File: src/rtl/controller_responder.sv
// ---------------------------------------------------------------------------
// controller_responder
//
// Purpose: the responding end of a latch/pulse/data serial game-pad link.
// The block emulates a physical pad. While latch is high it loads a parallel
// button vector. After latch falls it shifts one bit out per pulse rising
// edge on an active-low data line. It reports completed frames and frames
// that were abandoned because no pulse arrived in time.
//
// Optional feature macro: CTRL_RESP_TURBO_EN
//   When defined, the I_TURBO_MASK port is added. Masked buttons are forced
//   to "released" on alternate groups of TURBO_FRAMES completed frames.
//
// Ports:
//   I_CLK               block clock
//   I_RESET             asynchronous, active-high reset
//   I_CONTROLLER_LATCH  latch from the initiator (asynchronous to I_CLK)
//   I_CONTROLLER_PULSE  shift clock from the initiator (asynchronous)
//   I_BUTTONS           button state, active-high, bit 0 shifted first
//   I_TURBO_MASK        per-button turbo enable (CTRL_RESP_TURBO_EN only)
//   O_CONTROLLER_DATA   serial data, active-low (0 = pressed)
//   O_FRAME_DONE        one-cycle pulse when a frame completes
//   O_FRAME_COUNT       completed frame count, wraps modulo 2^16
//   O_TIMEOUT           one-cycle pulse when an open frame is abandoned
//   O_BUSY              high while a frame is latched, shifting or done
// ---------------------------------------------------------------------------
module controller_responder #(
  parameter int       NUM_BITS       = 16,
  parameter logic     FILL_LEVEL     = 1'b0,
  parameter int       TIMEOUT_CYCLES = 4096,
  parameter int       TURBO_FRAMES   = 4
) (
  input  logic                I_CLK,
  input  logic                I_RESET,
  input  logic                I_CONTROLLER_LATCH,
  input  logic                I_CONTROLLER_PULSE,
  input  logic [NUM_BITS-1:0] I_BUTTONS,
`ifdef CTRL_RESP_TURBO_EN
  input  logic [NUM_BITS-1:0] I_TURBO_MASK,
`endif
  output logic                O_CONTROLLER_DATA,
  output logic                O_FRAME_DONE,
  output logic [15:0]         O_FRAME_COUNT,
  output logic                O_TIMEOUT,
  output logic                O_BUSY
);

  localparam int IDX_W  = $clog2(NUM_BITS);
  localparam int TCNT_W = $clog2(TIMEOUT_CYCLES + 1);
  localparam logic [IDX_W-1:0]  LAST_IDX  = IDX_W'(NUM_BITS - 1);
  localparam logic [TCNT_W-1:0] TCNT_LAST = TCNT_W'(TIMEOUT_CYCLES - 1);

  // Elaboration-time guard on parameter legality.
  if (NUM_BITS < 2 || NUM_BITS > 32 || TIMEOUT_CYCLES < 2 || TURBO_FRAMES < 1) begin : g_bad_param
    $error("controller_responder: illegal parameter value");
  end

  typedef enum logic [1:0] {
    ST_IDLE    = 2'd0,
    ST_LATCHED = 2'd1,
    ST_SHIFT   = 2'd2,
    ST_DONE    = 2'd3
  } state_t;

  state_t              r_state;
  logic [NUM_BITS-1:0] r_shreg;
  logic [IDX_W-1:0]    r_idx;
  logic [TCNT_W-1:0]   r_tcnt;
  logic                r_data;
  logic                r_done;
  logic                r_timeout;
  logic                r_busy;
  logic [15:0]         r_count;

  // Two-flop synchronizers plus one history flop per input pin.
  logic r_latch_s1, r_latch_s2, r_latch_h;
  logic r_pulse_s1, r_pulse_s2, r_pulse_h;

  logic                w_latch_rise;
  logic                w_latch_fall;
  logic                w_pulse_rise;
  logic [IDX_W-1:0]    w_next_idx;
  logic [NUM_BITS-1:0] w_buttons_eff;

  always_ff @(posedge I_CLK or posedge I_RESET) begin
    if (I_RESET) begin
      r_latch_s1 <= 1'b0;
      r_latch_s2 <= 1'b0;
      r_latch_h  <= 1'b0;
      r_pulse_s1 <= 1'b0;
      r_pulse_s2 <= 1'b0;
      r_pulse_h  <= 1'b0;
    end else begin
      r_latch_s1 <= I_CONTROLLER_LATCH;
      r_latch_s2 <= r_latch_s1;
      r_latch_h  <= r_latch_s2;
      r_pulse_s1 <= I_CONTROLLER_PULSE;
      r_pulse_s2 <= r_pulse_s1;
      r_pulse_h  <= r_pulse_s2;
    end
  end

  assign w_latch_rise = r_latch_s2 & ~r_latch_h;
  assign w_latch_fall = ~r_latch_s2 & r_latch_h;
  assign w_pulse_rise = r_pulse_s2 & ~r_pulse_h;
  assign w_next_idx   = r_idx + 1'b1;

`ifdef CTRL_RESP_TURBO_EN
  localparam int TURBO_W = $clog2(TURBO_FRAMES + 1);
  localparam logic [TURBO_W-1:0] TURBO_LAST = TURBO_W'(TURBO_FRAMES - 1);

  logic               r_turbo_phase;
  logic [TURBO_W-1:0] r_turbo_cnt;

  // The registered done pulse marks each completed frame; the phase only
  // matters at the next parallel load, so the one-cycle lag is harmless.
  always_ff @(posedge I_CLK or posedge I_RESET) begin
    if (I_RESET) begin
      r_turbo_phase <= 1'b0;
      r_turbo_cnt   <= '0;
    end else if (r_done) begin
      if (r_turbo_cnt == TURBO_LAST) begin
        r_turbo_cnt   <= '0;
        r_turbo_phase <= ~r_turbo_phase;
      end else begin
        r_turbo_cnt <= r_turbo_cnt + 1'b1;
      end
    end
  end

  assign w_buttons_eff = I_BUTTONS & ~(I_TURBO_MASK & {NUM_BITS{r_turbo_phase}});
`else
  assign w_buttons_eff = I_BUTTONS;
`endif

  always_ff @(posedge I_CLK or posedge I_RESET) begin
    if (I_RESET) begin
      r_state   <= ST_IDLE;
      r_shreg   <= '0;
      r_idx     <= '0;
      r_tcnt    <= '0;
      r_data    <= 1'b1;
      r_done    <= 1'b0;
      r_timeout <= 1'b0;
      r_busy    <= 1'b0;
      r_count   <= 16'h0000;
    end else begin
      r_done    <= 1'b0;
      r_timeout <= 1'b0;
      // A new latch always wins, whatever the frame was doing.
      if (w_latch_rise) begin
        r_state <= ST_LATCHED;
        r_shreg <= w_buttons_eff;
        r_data  <= ~w_buttons_eff[0];
        r_idx   <= '0;
        r_tcnt  <= '0;
        r_busy  <= 1'b1;
      end else begin
        case (r_state)
          ST_IDLE: begin
            r_data <= 1'b1;
            r_busy <= 1'b0;
          end
          ST_LATCHED: begin
            if (w_latch_fall) begin
              // Keep the last load; bit 0 is already on the line.
              r_state <= ST_SHIFT;
              r_idx   <= '0;
              r_tcnt  <= '0;
              r_data  <= ~r_shreg[0];
            end else begin
              r_shreg <= w_buttons_eff;
              r_data  <= ~w_buttons_eff[0];
            end
          end
          ST_SHIFT: begin
            if (w_pulse_rise) begin
              r_tcnt <= '0;
              if (r_idx == LAST_IDX) begin
                r_state <= ST_DONE;
                r_data  <= FILL_LEVEL;
                r_done  <= 1'b1;
                r_count <= r_count + 16'd1;
              end else begin
                r_idx  <= w_next_idx;
                r_data <= ~r_shreg[w_next_idx];
              end
            end else if (r_tcnt == TCNT_LAST) begin
              r_state   <= ST_IDLE;
              r_data    <= 1'b1;
              r_timeout <= 1'b1;
              r_busy    <= 1'b0;
              r_tcnt    <= '0;
            end else begin
              r_tcnt <= r_tcnt + 1'b1;
            end
          end
          ST_DONE: begin
            if (w_pulse_rise) begin
              r_tcnt <= '0;
              r_data <= FILL_LEVEL;
            end else if (r_tcnt == TCNT_LAST) begin
              r_state   <= ST_IDLE;
              r_data    <= 1'b1;
              r_timeout <= 1'b1;
              r_busy    <= 1'b0;
              r_tcnt    <= '0;
            end else begin
              r_tcnt <= r_tcnt + 1'b1;
            end
          end
          default: begin
            r_state <= ST_IDLE;
            r_data  <= 1'b1;
            r_busy  <= 1'b0;
          end
        endcase
      end
    end
  end

  assign O_CONTROLLER_DATA = r_data;
  assign O_FRAME_DONE      = r_done;
  assign O_FRAME_COUNT     = r_count;
  assign O_TIMEOUT         = r_timeout;
  assign O_BUSY            = r_busy;

endmodule

File: config.mk
export PLATFORM = sky130hd
export DESIGN_NAME = controller_responder
export DESIGN_NICKNAME = d
export VERILOG_FILES = /design/src/rtl/controller_responder.sv
export SDC_FILE = /design/constraint.sdc
export NUM_CORES = 1
export LEC_CHECK = 0
export CORE_AREA = 2 2 92 94
export CTS_CLUSTER_SIZE = 12
export DETAILED_ROUTE_END_ITERATION = 10
export DIE_AREA = 0 0 94 96
export GPL_TIMING_DRIVEN = 0
export PLACE_DENSITY = 0.61
export SYNTH_ARGS = -nofsm -noshare
export SYNTH_HDL_FRONTEND = slang
export SYNTH_SLANG_ARGS = --single-unit
File: constraint.sdc
create_clock -name I_CLK -period 2.5 [get_ports I_CLK]
set_input_delay 0.5 -clock I_CLK [delete_from_list [all_inputs] [get_ports I_CLK]]
set_output_delay 0.5 -clock I_CLK [all_outputs]
set_load 0.05 [all_outputs]
==> Word level (Yosys, flattened, before mapping) <==
Index checks and enable logic that the tools add are counted.
{ "word_totals": {"regBits": 61, "output_inout_bits": 20, "inputBits": 20, "word_cells": 96} }
{ "classes": {"eq_ne": 13, "magnitude_cmp": 1, "addsub": 3, "reduce_logical": 13, "bitwise": 10, "n_mux": 41} }
{ "ops": {"columns": ["operator", "count"], "rows": [
  ["13-bit 2-to-1 mux", 4],
  ["16-bit 2-to-1 mux", 3],
  ["13-bit case mux with 2 select lines", 1],
  ["1-bit 2-to-1 mux", 18],
  ["16-bit by 1-bit adder with 16-bit output (second input constant)", 1],
  ["4-bit 2-to-1 mux", 4],
  ["3-bit != test (second input constant)", 5],
  ["13-bit by 1-bit adder with 13-bit output (second input constant)", 1],
  ["13-bit by 12-bit == test with 1-bit output (second input constant)", 1],
  ["2-bit 2-to-1 mux", 6],
  ["4-bit AND reduction", 3],
  ["3-bit nonzero test", 3],
  ["4-bit case mux with 2 select lines", 1],
  ["1-bit NOT", 7],
  ["2-bit case mux with 3 select lines", 1],
  ["4-bit by 5-bit < comparator with 1-bit output (second input constant)", 1],
  ["4-bit by 1-bit adder with 4-bit output (second input constant)", 1],
  ["1-bit binary-select mux with 4-bit select", 1],
  ["2-bit == test (second input constant)", 2],
  ["4-bit == test (second input constant)", 1],
  ["4-bit != test (second input constant)", 1],
  ["1-bit case mux with 4 select lines", 1],
  ["2-bit AND reduction", 2],
  ["4-bit nonzero test", 1],
  ["other kinds (9)", 11]
]} }

==> Longest topological paths before layout <==
Gate-level depths: netlist of run 1.
{ "depth": {"word_depth": 8, "mapped_depth": 9, "ltp_nobuf": 7} }

==> Worst setup path after synthesis of run 1 <==
Ideal clock, no wire load.
{ "synth_path": {"kind": "register to register", "from": "register r_state[0]", "to": "register r_tcnt[8]", "t_arrival_ns": 1.859, "path_stages_with_launch": 8, "setup_time_ns": 0.083, "required_ns": 2.417, "path_slack_ns": 0.559, "path_cell_list": "dfrtp_1 > inv_1 > ha_1 > buf_4 > o41ai_2 > buf_2 > o21ai_0 > o21ai_0"} }
{ "synth_via": {"elab_chain_cells": 4, "elab_cells_between_ends": 9, "cone_classes": "eq/ne (4); mux (2); reduce/logical (3)"} }
{ "synth_lines": {"columns": ["element", "line_no", "text"], "rows": [
  ["start, declared", "65", "state_t r_state;"],
  ["start signal, assigned", "138", "r_state <= ST_IDLE;"],
  ["start signal, assigned", "152", "r_state <= ST_LATCHED;"],
  ["start signal, assigned", "167", "r_state <= ST_SHIFT;"],
  ["2-bit == test", "159", "case (r_state)"],
  ["2-bit OR reduction (no source line)", null, null],
  ["13-bit case mux with 2 select lines / 3-bit nonzero test (equally long branches)", null, null],
  ["13-bit 2-to-1 mux / 2-bit AND reduction (equally long branches)", null, null],
  ["end signal, assigned", "195", "r_tcnt <= r_tcnt + 1'b1;"],
  ["end signal, assigned", "209", "r_tcnt <= r_tcnt + 1'b1;"],
  ["end, declared", "68", "logic [TCNT_W-1:0] r_tcnt;"]
]} }
Parallel ways exist; a longest one is shown, timed or not.
A chain may end at the register's enable or synchronous reset.

==> Final worst setup path of run 1 <==
{ "layout_path": {"from": "register r_latch_s2", "to": "register r_shreg[3]"} }
{ "layout_via": {"elab_cells_between_ends": 7, "cone_classes": "eq/ne (1); mux (1); bitwise (3); reduce/logical (2)"} }
{ "layout_rtl": {"columns": ["element", "line_no", "text"], "rows": [
  ["start, declared", "76", "logic r_latch_s1, r_latch_s2, r_latch_h;"],
  ["start signal, assigned", "95", "r_latch_s2 <= r_latch_s1;"],
  ["1-bit bitwise AND (*)", "103", "assign w_latch_rise = r_latch_s2 & ~r_latch_h;"],
  ["named net w_latch_rise", "79", "logic w_latch_rise;"],
  ["2-bit != test (no source line) / 2-bit nonzero test (equally long branches)", null, null],
  ["2-bit AND reduction (no source line)", null, null],
  ["end signal, assigned", "153", "r_shreg <= w_buttons_eff;"],
  ["end signal, assigned", "172", "r_shreg <= w_buttons_eff;"],
  ["end, declared", "66", "logic [NUM_BITS-1:0] r_shreg;"]
]} }
Mark *: on every way through the listed nets, which the timed path passes. The rest lies on a longest branch.

==> results.md, run 1 <==
- The total count of max-transition violations in the final report is 0.
- The post-synthesis share of cell area spent on full adders, half adders and majority gates is 3.58%.
- The number of cells traversed by the worst hold path is 0.
- After clock tree synthesis, the setup repair step added 0 buffers.
- The logic depth of the worst register-to-register path is 5.
- The clock network latency to the later pin of the worst-skew pair is 0.33 ns.
- Pin placement for this block handled 40 I/O pins.
- Clock-pin slew was measured on the worst setup and hold paths at 0.07 ns.
- The number of antenna violations at the first check in global routing is 0.
- The cell family contributing the most delay on the critical path is compound AO/OA/AOI/OAI gates.
- Synthesis produced a netlist with a net count of 308.
- The number of global-route vias before repair came to 2,230.
- Entering global routing, the biggest net connects 41 pins.
- The largest family of logic cells by synthesized area is simple AND/OR/NAND/NOR gates.
- The hold buffer count at CTS is 0.
- The number of buffers and inverters on the critical path is 2.
- Summed over all cells, the static leakage comes to 1.65 nW.
- Adding up every negative setup slack in the final design gives 0 ns.
- The post-synthesis simple-gate area fraction is 16.0%.
- The worst setup path is launched from a register.
- The initial utilization of the core area, before any placement, comes to 39.0%.
- The standard cell area after detailed placement is 3680 um^2.
- The number of antenna cells inserted is 0.
- In this run the worst path has a maximum fanout of 10.
- In the final layout, the share of cells above drive strength 1 is 18.6%.
- The worst pin sits at a relative slew slack of 51.0%.
- The critical path is of the register to register type.
- The share of synthesized area occupied by flip-flops and latches is 48.6%.
- The share of synthesized registers carrying an async set or reset is 100%.
- For the pin with the worst max-slew slack, the measured transition is 0.733 ns.
- Setup violations remaining at the end of the flow were counted as 0.
- Global routing used 14.7% of the available tracks.
- The flow ran to the end, and the final reports show no timing, DRC or antenna violations.
- The routed design has 5.96 mm of wire.
- The largest clock skew in the final design is 0.00952 ns.
- The post-synthesis xor/xnor area fraction is 4.18%.
- The TritonCTS clock tree is done.
- The layout has 734 filler cells.
- At the worst endpoint, the arrival time is 2.52 ns.
- The number of port buffers is 39.
- The clock sink count is 61.
- The buffer type at the clock tree root is sky130_fd_sc_hd__clkbuf_8.
- Summing over every cut layer, the via total after detailed routing is 2,272.
- The worst-case hold slack is 0.346 ns.
- The leftover overflow at the end of global routing is 0.
- Routability-driven placement finished with a final weighted congestion of 0.811.
- After detailed routing, the number of remaining DRC violations is 0.
- The number of CTS-inserted buffers is 9.
- From synthesis to final layout, the design area changed by 23.6%.
- The first global-routing pass estimated 10.3 mm of wire.
- The routed design could run at a clock period as short as 2.30 ns.
- In the layout the commonest cells are sky130_fd_sc_hd__dfrtp_1 (60), sky130_fd_sc_hd__clkdlybuf4s50_1 (39), sky130_fd_sc_hd__o21ai_0 (24).
- The mean instance size in the synthesized netlist is 11.3 um^2.
- Summing all multi-input logic gate instances after layout gives 1510 um^2.
- The overall die area is 9020 um^2.
- The synthesized netlist devotes 12.9% of its cell area to compound gates.
- In the final layout, flip-flops and latches occupy 1530 um^2.
- The critical path runs through a total of 5 cells.
- In the final routed layout, each cell accounts on average for 13.6 um.
- In this design, the stage delay of the slowest critical-path cell is 0.60 ns.
- In this run the number of H-tree levels came out at 3.
- Setup repair after global routing left no endpoint under its margin.
- After synthesis the netlist holds a flip-flop and latch count of 61.
- The worst setup path is captured at a register.
- The number of vias per cell after detailed routing is 5.18.
- The number of nets in the finished design is 359.
- The floorplan core area is 8050 um^2.
- The largest individual stage delay along the critical path comes from the cell sky130_fd_sc_hd__o21bai_1.
- Static timing analysis puts the maximum clock frequency at 435 MHz.
- The wire-length estimate of the detail-placed layout is 4.26 mm.
- The die extent in x is 94 um.
- The worst-case vdd ir drop is 0.497 mV.
- The type of the tightest min-delay check is register to register.
- The synthesized netlist occupies a cell area of 3140 um^2.
- The fraction of synthesized area in multiplexers is 11.0%.
- The pre-antenna-repair detailed-routing pass consisted of 5 iterations.
- The most common library cell in the layout ignoring fill and taps is sky130_fd_sc_hd__dfrtp_1.
- The critical path goes through ha_1 > clkbuf_8 > o21bai_1 > buf_2 > mux2_2.
- The Yosys step of the flow raised 0 warnings.
- Synthesis instantiated 62 different standard cells from the library.
- The areal power density over the cells is 861 nW/um^2.
- In the synthesized netlist, the number of instances is 279.
- From bottom edge to top edge, the die measures 96 um.
- With fillers left out, the area of the finished cells amounts to 3890 um^2.
- Once detail routing completed, the nets flagged for antenna violations numbered 0.
- The most used flip-flop cell after synthesis is sky130_fd_sc_hd__dfrtp_1.
- The number of endpoints with negative hold slack in the final report is 0.
- The ratio of final minimum period to clock period is 92.0%.
- Row generation in the floorplan step produced 33 rows.
- The detailed router finished its first iteration with 84 violations.
- In this run the deepest clock path goes through 2 buffers.
- The number of max-cap violations is 0.
- The synthesized design contains 0 enable-type register cells.
- STA puts the critical path data required time at 2.72 ns.
[report_power, final]
group          leakage [nW]  internal (mW)  switching [mW]
logic                 0.767          0.593           0.578
registers             0.786           1.18           0.132
clock network        0.0992          0.481           0.377
total                  1.65           2.26            1.09
[registers in the layout, summed over array words and instances, names as in the netlist, 2 cells and up]
| name | cells |
|---|---|
| r_tcnt | 13 |
| O_FRAME_COUNT | 16 |
| r_state | 2 |
| r_idx | 4 |
| r_shreg | 16 |
[synthesized netlist by cell type (all sizes together) (2+ instances only)]
cell type / count / share of area, %
a211oi: 3 / 1.1
a21boi: 2 / 0.48
a21o: 3 / 0.76
a21oi: 7 / 1.1
a22o: 2 / 0.56
a31o: 2 / 0.56
and2: 2 / 0.44
and4: 3 / 0.84
buf: 6 / 1.3
clkbuf: 2 / 0.88
dfrtp: 60 / 48
ha: 9 / 3.6
inv: 13 / 1.6
mux2: 21 / 7.6
mux2i: 3 / 0.96
mux4: 3 / 2.4
nand2: 22 / 2.6
nand2b: 4 / 0.80
nand3: 12 / 2.1
nand4: 7 / 1.9
nor2: 18 / 2.1
nor2b: 3 / 0.60
nor3: 4 / 1.4
nor4: 4 / 1.0
o21ai: 24 / 3.8
or3: 3 / 0.76
xnor2: 12 / 3.3
xor2: 3 / 0.84
[cells by family (layout without fill, tap and decap cells)]
family,count (synthesis),after routing
mux,27,27
compound gates,58,58
xor+xnor,15,15
simple gates,88,88
fa+ha+maj,9,9
buf+inv,21,76
flops,61,61
[layer usage]
layer	GRT usage (%)	vias up	wire (um)
met2	22.6	33	2800
met1	19.5	1117	2870
met3	2.82	13	138
met4	8.70	0	153
met5	0	-	0
li1	-	1109	-
[layout make-up]
class	count	share of cell area, %
Buffer	8	1.77
Clock buffer	11	3.64
Clock inverter	4	1.26
Inverter	13	1.26
Multi-Input combinational cell	197	38.8
Sequential cell	61	39.3
Tap cell	105	3.38
Timing Repair Buffer	40	10.6
[through the flow]
stage | power (mW) | worst slack, ns | cells | util [%]
2_1_floorplan | 2.22 | 0.489 | 279 | -
3_3_place_gp | 2.49 | -0.692 | 423 | 45.5
3_5_place_dp | 2.50 | 0.0978 | 424 | 45.8
4_1_cts | 3.37 | 0.0935 | 439 | 48.1
5_1_grt | 3.57 | 0.0878 | 439 | 48.3
6_report | 3.34 | 0.199 | 439 | 48.3
[worst paths after layout]
check | from | endpoint | slack (ns)
setup / recovery | r_latch_s2$_DFF_PP0_ | r_shreg[3]$_DFFE_PP0P_ | 0.20
hold / removal | r_latch_s1$_DFF_PP0_ | r_latch_s2$_DFF_PP0_ | 0.35
setup reg to reg | r_latch_s2$_DFF_PP0_ | r_shreg[3]$_DFFE_PP0P_ | 0.20
hold reg to reg | r_latch_s1$_DFF_PP0_ | r_latch_s2$_DFF_PP0_ | 0.35
max in group asynchronous | I_RESET | r_idx[0]$_DFFE_PP0P_ | 1.39
min in group asynchronous | I_RESET | r_tcnt[3]$_DFFE_PP0P_ | 0.52
[what timing repair did]
item / CTS / global route
gates resized for setup: 0 / 1
endpoints found under the setup margin: 0 / 5
hold endpoints to repair: 0 / 0
Power figures use the tool's default switching activity.
==> inputs of run 2 (changes only) <==
--- a/config.mk
+++ b/config.mk
@@ -5,6 +5,7 @@
 export SDC_FILE = /design/constraint.sdc
 export NUM_CORES = 1
 export LEC_CHECK = 0
+export CAP_MARGIN = 10
 export CORE_AREA = 2 2 92 94
 export CTS_CLUSTER_SIZE = 12
 export DETAILED_ROUTE_END_ITERATION = 10
==> constraint.sdc (replaced) <==
create_clock -name I_CLK -period 2.5 [get_ports I_CLK]
set_input_delay 0.5 -clock I_CLK [delete_from_list [all_inputs] [get_ports I_CLK]]
set_output_delay 0.5 -clock I_CLK [all_outputs]
set_load 0.01 [all_outputs]
==> run 2 against run 1 <==
  * Via count stayed put
  * Final area is the same
  * Maximum frequency did not move
  * Sequential power about the same
  * Die area stayed put
  * Sequential share of layout area unchanged
  * Sequential cell count unchanged
  * Combinational power is 3% lower
  * Final cell count is the same
  * Critical path depth is the same
  * Hold slack unchanged
  * Setup slack stayed put
  * Critical endpoint unchanged
  * Largest cell class unchanged
==> results.md, run 2 (synthesis results as in run 1) <==
- The hold buffer count at CTS is 0.
- Setup total negative slack on the finished layout was measured at 0 ns.
- The net count of the finished layout is 359.
- The die outline height is 96 um.
- The floorplan step defined a die boundary enclosing 9020 um^2.
- The total placed cells including tap cells is 424.
- Global routing consumed, on the met3 layer, 2.82% of the routing resources.
- The number of endpoints with negative hold slack in the final report is 0.
- The die is 94 um wide.
- The actual transition at the worst max-transition pin is 0.733 ns.
- No sink is reached through more buffers than the 2 on the longest clock path.
- The final weighted congestion of routability-driven global placement is 0.811.
- Summing over every cut layer, the via total after detailed routing is 2,272.
- The type of the tightest min-delay check is register to register.
- The clock network latency to the later pin of the worst-skew pair is 0.33 ns.
- The final count of negative-setup-slack endpoints is 0.
- The routed design could run at a clock period as short as 2.30 ns.
- The number of standard cells in the layout, taps in and fillers out is 439.
- Input and output buffers added on the ports amount to 39.
- The library cells used most frequently in the layout, excluding fill and tap cells, are sky130_fd_sc_hd__dfrtp_1 (60), sky130_fd_sc_hd__clkdlybuf4s50_1 (39), sky130_fd_sc_hd__o21ai_0 (24).
- The floorplan core area is 8050 um^2.
- The row count is 33.
- The worst slack at placement is 0.0978 ns.
- The ratio of final minimum period to clock period is 92.0%.
- IR analysis of the VDD net gives a maximum drop of 0.495 mV.
- The total count of max-transition violations in the final report is 0.
- For this run, the total global-route usage over all layers was measured as 14.7%.
- The required time reported for the critical path endpoint is 2.72 ns.
- In the final routed layout, each cell accounts on average for 13.6 um.
- Global routing consumed, on the met1 layer, 19.5% of the routing resources.
- Summing all multi-input logic gate instances after layout gives 1510 um^2.
- The half-perimeter wire length of the detailed placement result is 4.26 mm.
- CTS built an H-tree with a depth of 3.
- The worst-case hold slack is 0.346 ns.
- The total power after layout is 3.30 mW.
- Setup slack closes at 0.199 ns.
- The first global-routing pass estimated 10.3 mm of wire.
- Setup repair after global routing left no endpoint under its margin.
- Clock-pin slew was measured on the worst setup and hold paths at 0.07 ns.
- STA classifies the critical path endpoint as a register.
- The leakage power of the design is 1.65 nW.
- The number of max-cap violations is 0.
- In the final layout, flip-flops and latches occupy 1530 um^2.
- The detailed-router iteration count before antenna repair is 5.
- In this design, the stage delay of the slowest critical-path cell is 0.60 ns.
- Wires add up to 5.96 mm.
- The root buffer cell chosen for the clock tree is sky130_fd_sc_hd__clkbuf_8.
- For this design, the slowest cell found on the critical path is sky130_fd_sc_hd__o21bai_1.
- The areal power density over the cells is 849 nW/um^2.
- STA classifies the critical path startpoint as a register.
- The flow ran to the end, and the final reports show no timing, DRC or antenna violations.
- Relative to the synthesized area, the layout overhead comes to 23.6%.
- Of the cells placed in the final design, the portion with a size suffix greater than 1 is 18.6%.
- In this run the tightest slew margin relative to its limit is 51.0%.
- The start-to-end type of the worst setup path is register to register.
- The detailed router's first-iteration violation count is 84.
- In the routed layout, each cell is associated on average with a via count of 5.18.
- The library cell used most frequently in the layout, excluding fill and tap cells, is sky130_fd_sc_hd__dfrtp_1.
- The fill cell total of the finished layout is 734.
- After detailed routing, the number of remaining DRC violations is 0.
- Across the routed clock network, the largest skew measured is 0.00952 ns.
- The arrival time at the worst endpoint is 2.52 ns.
- In the global route stage, met2 resource usage came out at 22.6%.
- The number of antenna cells inserted is 0.
- TritonCTS built the clock tree.
- The number of antenna violations at the first check in global routing is 0.
- The most heavily used metal layer in global routing is met2.
- The number of CTS-inserted buffers is 9.
- Traced cell by cell, the critical path runs through ha_1 > clkbuf_8 > o21bai_1 > buf_2 > mux2_2.
- The clock sink count is 61.
- The largest net degree at the start of global routing is 41.
- The remaining number of nets flagged by the antenna check after routing is 0.
- The leftover overflow at the end of global routing is 0.
- Timing would allow up to 435 MHz.
- The starting density of the core is 39.0%.
- Along the worst path, the maximum fanout reaches 10.
- The number of global-route vias before repair came to 2,230.
- 40 I/O pins were placed.
==> run 2: cell counts in the layout (fill, tap and decap cells not counted) <==
No cell type changed its count.
==> run 2: path summary, 6_finish.rpt <==
path                                       from                     end  slack (ns)  depth (start not counted)
max in group asynchronous               I_RESET    r_idx[0]$_DFFE_PP0P_        1.39                          3
max                        r_latch_s2$_DFF_PP0_  r_shreg[3]$_DFFE_PP0P_        0.20                          5
min                        r_latch_s1$_DFF_PP0_    r_latch_s2$_DFF_PP0_        0.35                          0
max reg2reg                r_latch_s2$_DFF_PP0_  r_shreg[3]$_DFFE_PP0P_        0.20                          5
min in group asynchronous               I_RESET   r_tcnt[3]$_DFFE_PP0P_        0.52                          2
min reg2reg                r_latch_s1$_DFF_PP0_    r_latch_s2$_DFF_PP0_        0.35                          0
==> run 2: metal layers <==
metal	wire, um	vias up
li1	-	1109
met1	2870	1117
met2	2800	33
met3	138	13
met4	153	0
met5	0	-
==> run 2: repair_timing <==
item                       4_1_cts  5_1_grt
setup endpoints to repair        0        5
buffers inserted                 0        0
gates resized for setup          0        1
==> run 2: layout make-up <==
cell class / count / share of cell area, %
buffer: 8 / 1.77
multi-input combinational: 197 / 38.8
tap: 105 / 3.38
clock buffer: 11 / 3.64
sequential: 61 / 39.3
timing repair buffer: 40 / 10.6
inverter: 13 / 1.26
clock inverter: 4 / 1.26
==> run 2: power breakdown <==
group	internal [mW]	switching, mW
clock	0.481	0.377
combinational	0.593	0.534
sequential	1.18	0.132
total	2.26	1.04
==> run 2: metrics by stage <==
step | utilization (%) | area, um^2
after global routing | 48.3 | 3890
after global placement | 45.5 | 3660
after detailed placement | 45.8 | 3680
after CTS | 48.1 | 3870
final | 48.3 | 3890
after floorplan | - | 3140
==> run 2: critical path: cells and delay by family (launching register included) <==
family	cells	cell delay, ns
buffers and inverters	2	0.55
DFF	1	0.40
adders and majority gates	1	0.27
AOI/OAI and AO/OA	1	0.60
muxes	1	0.36
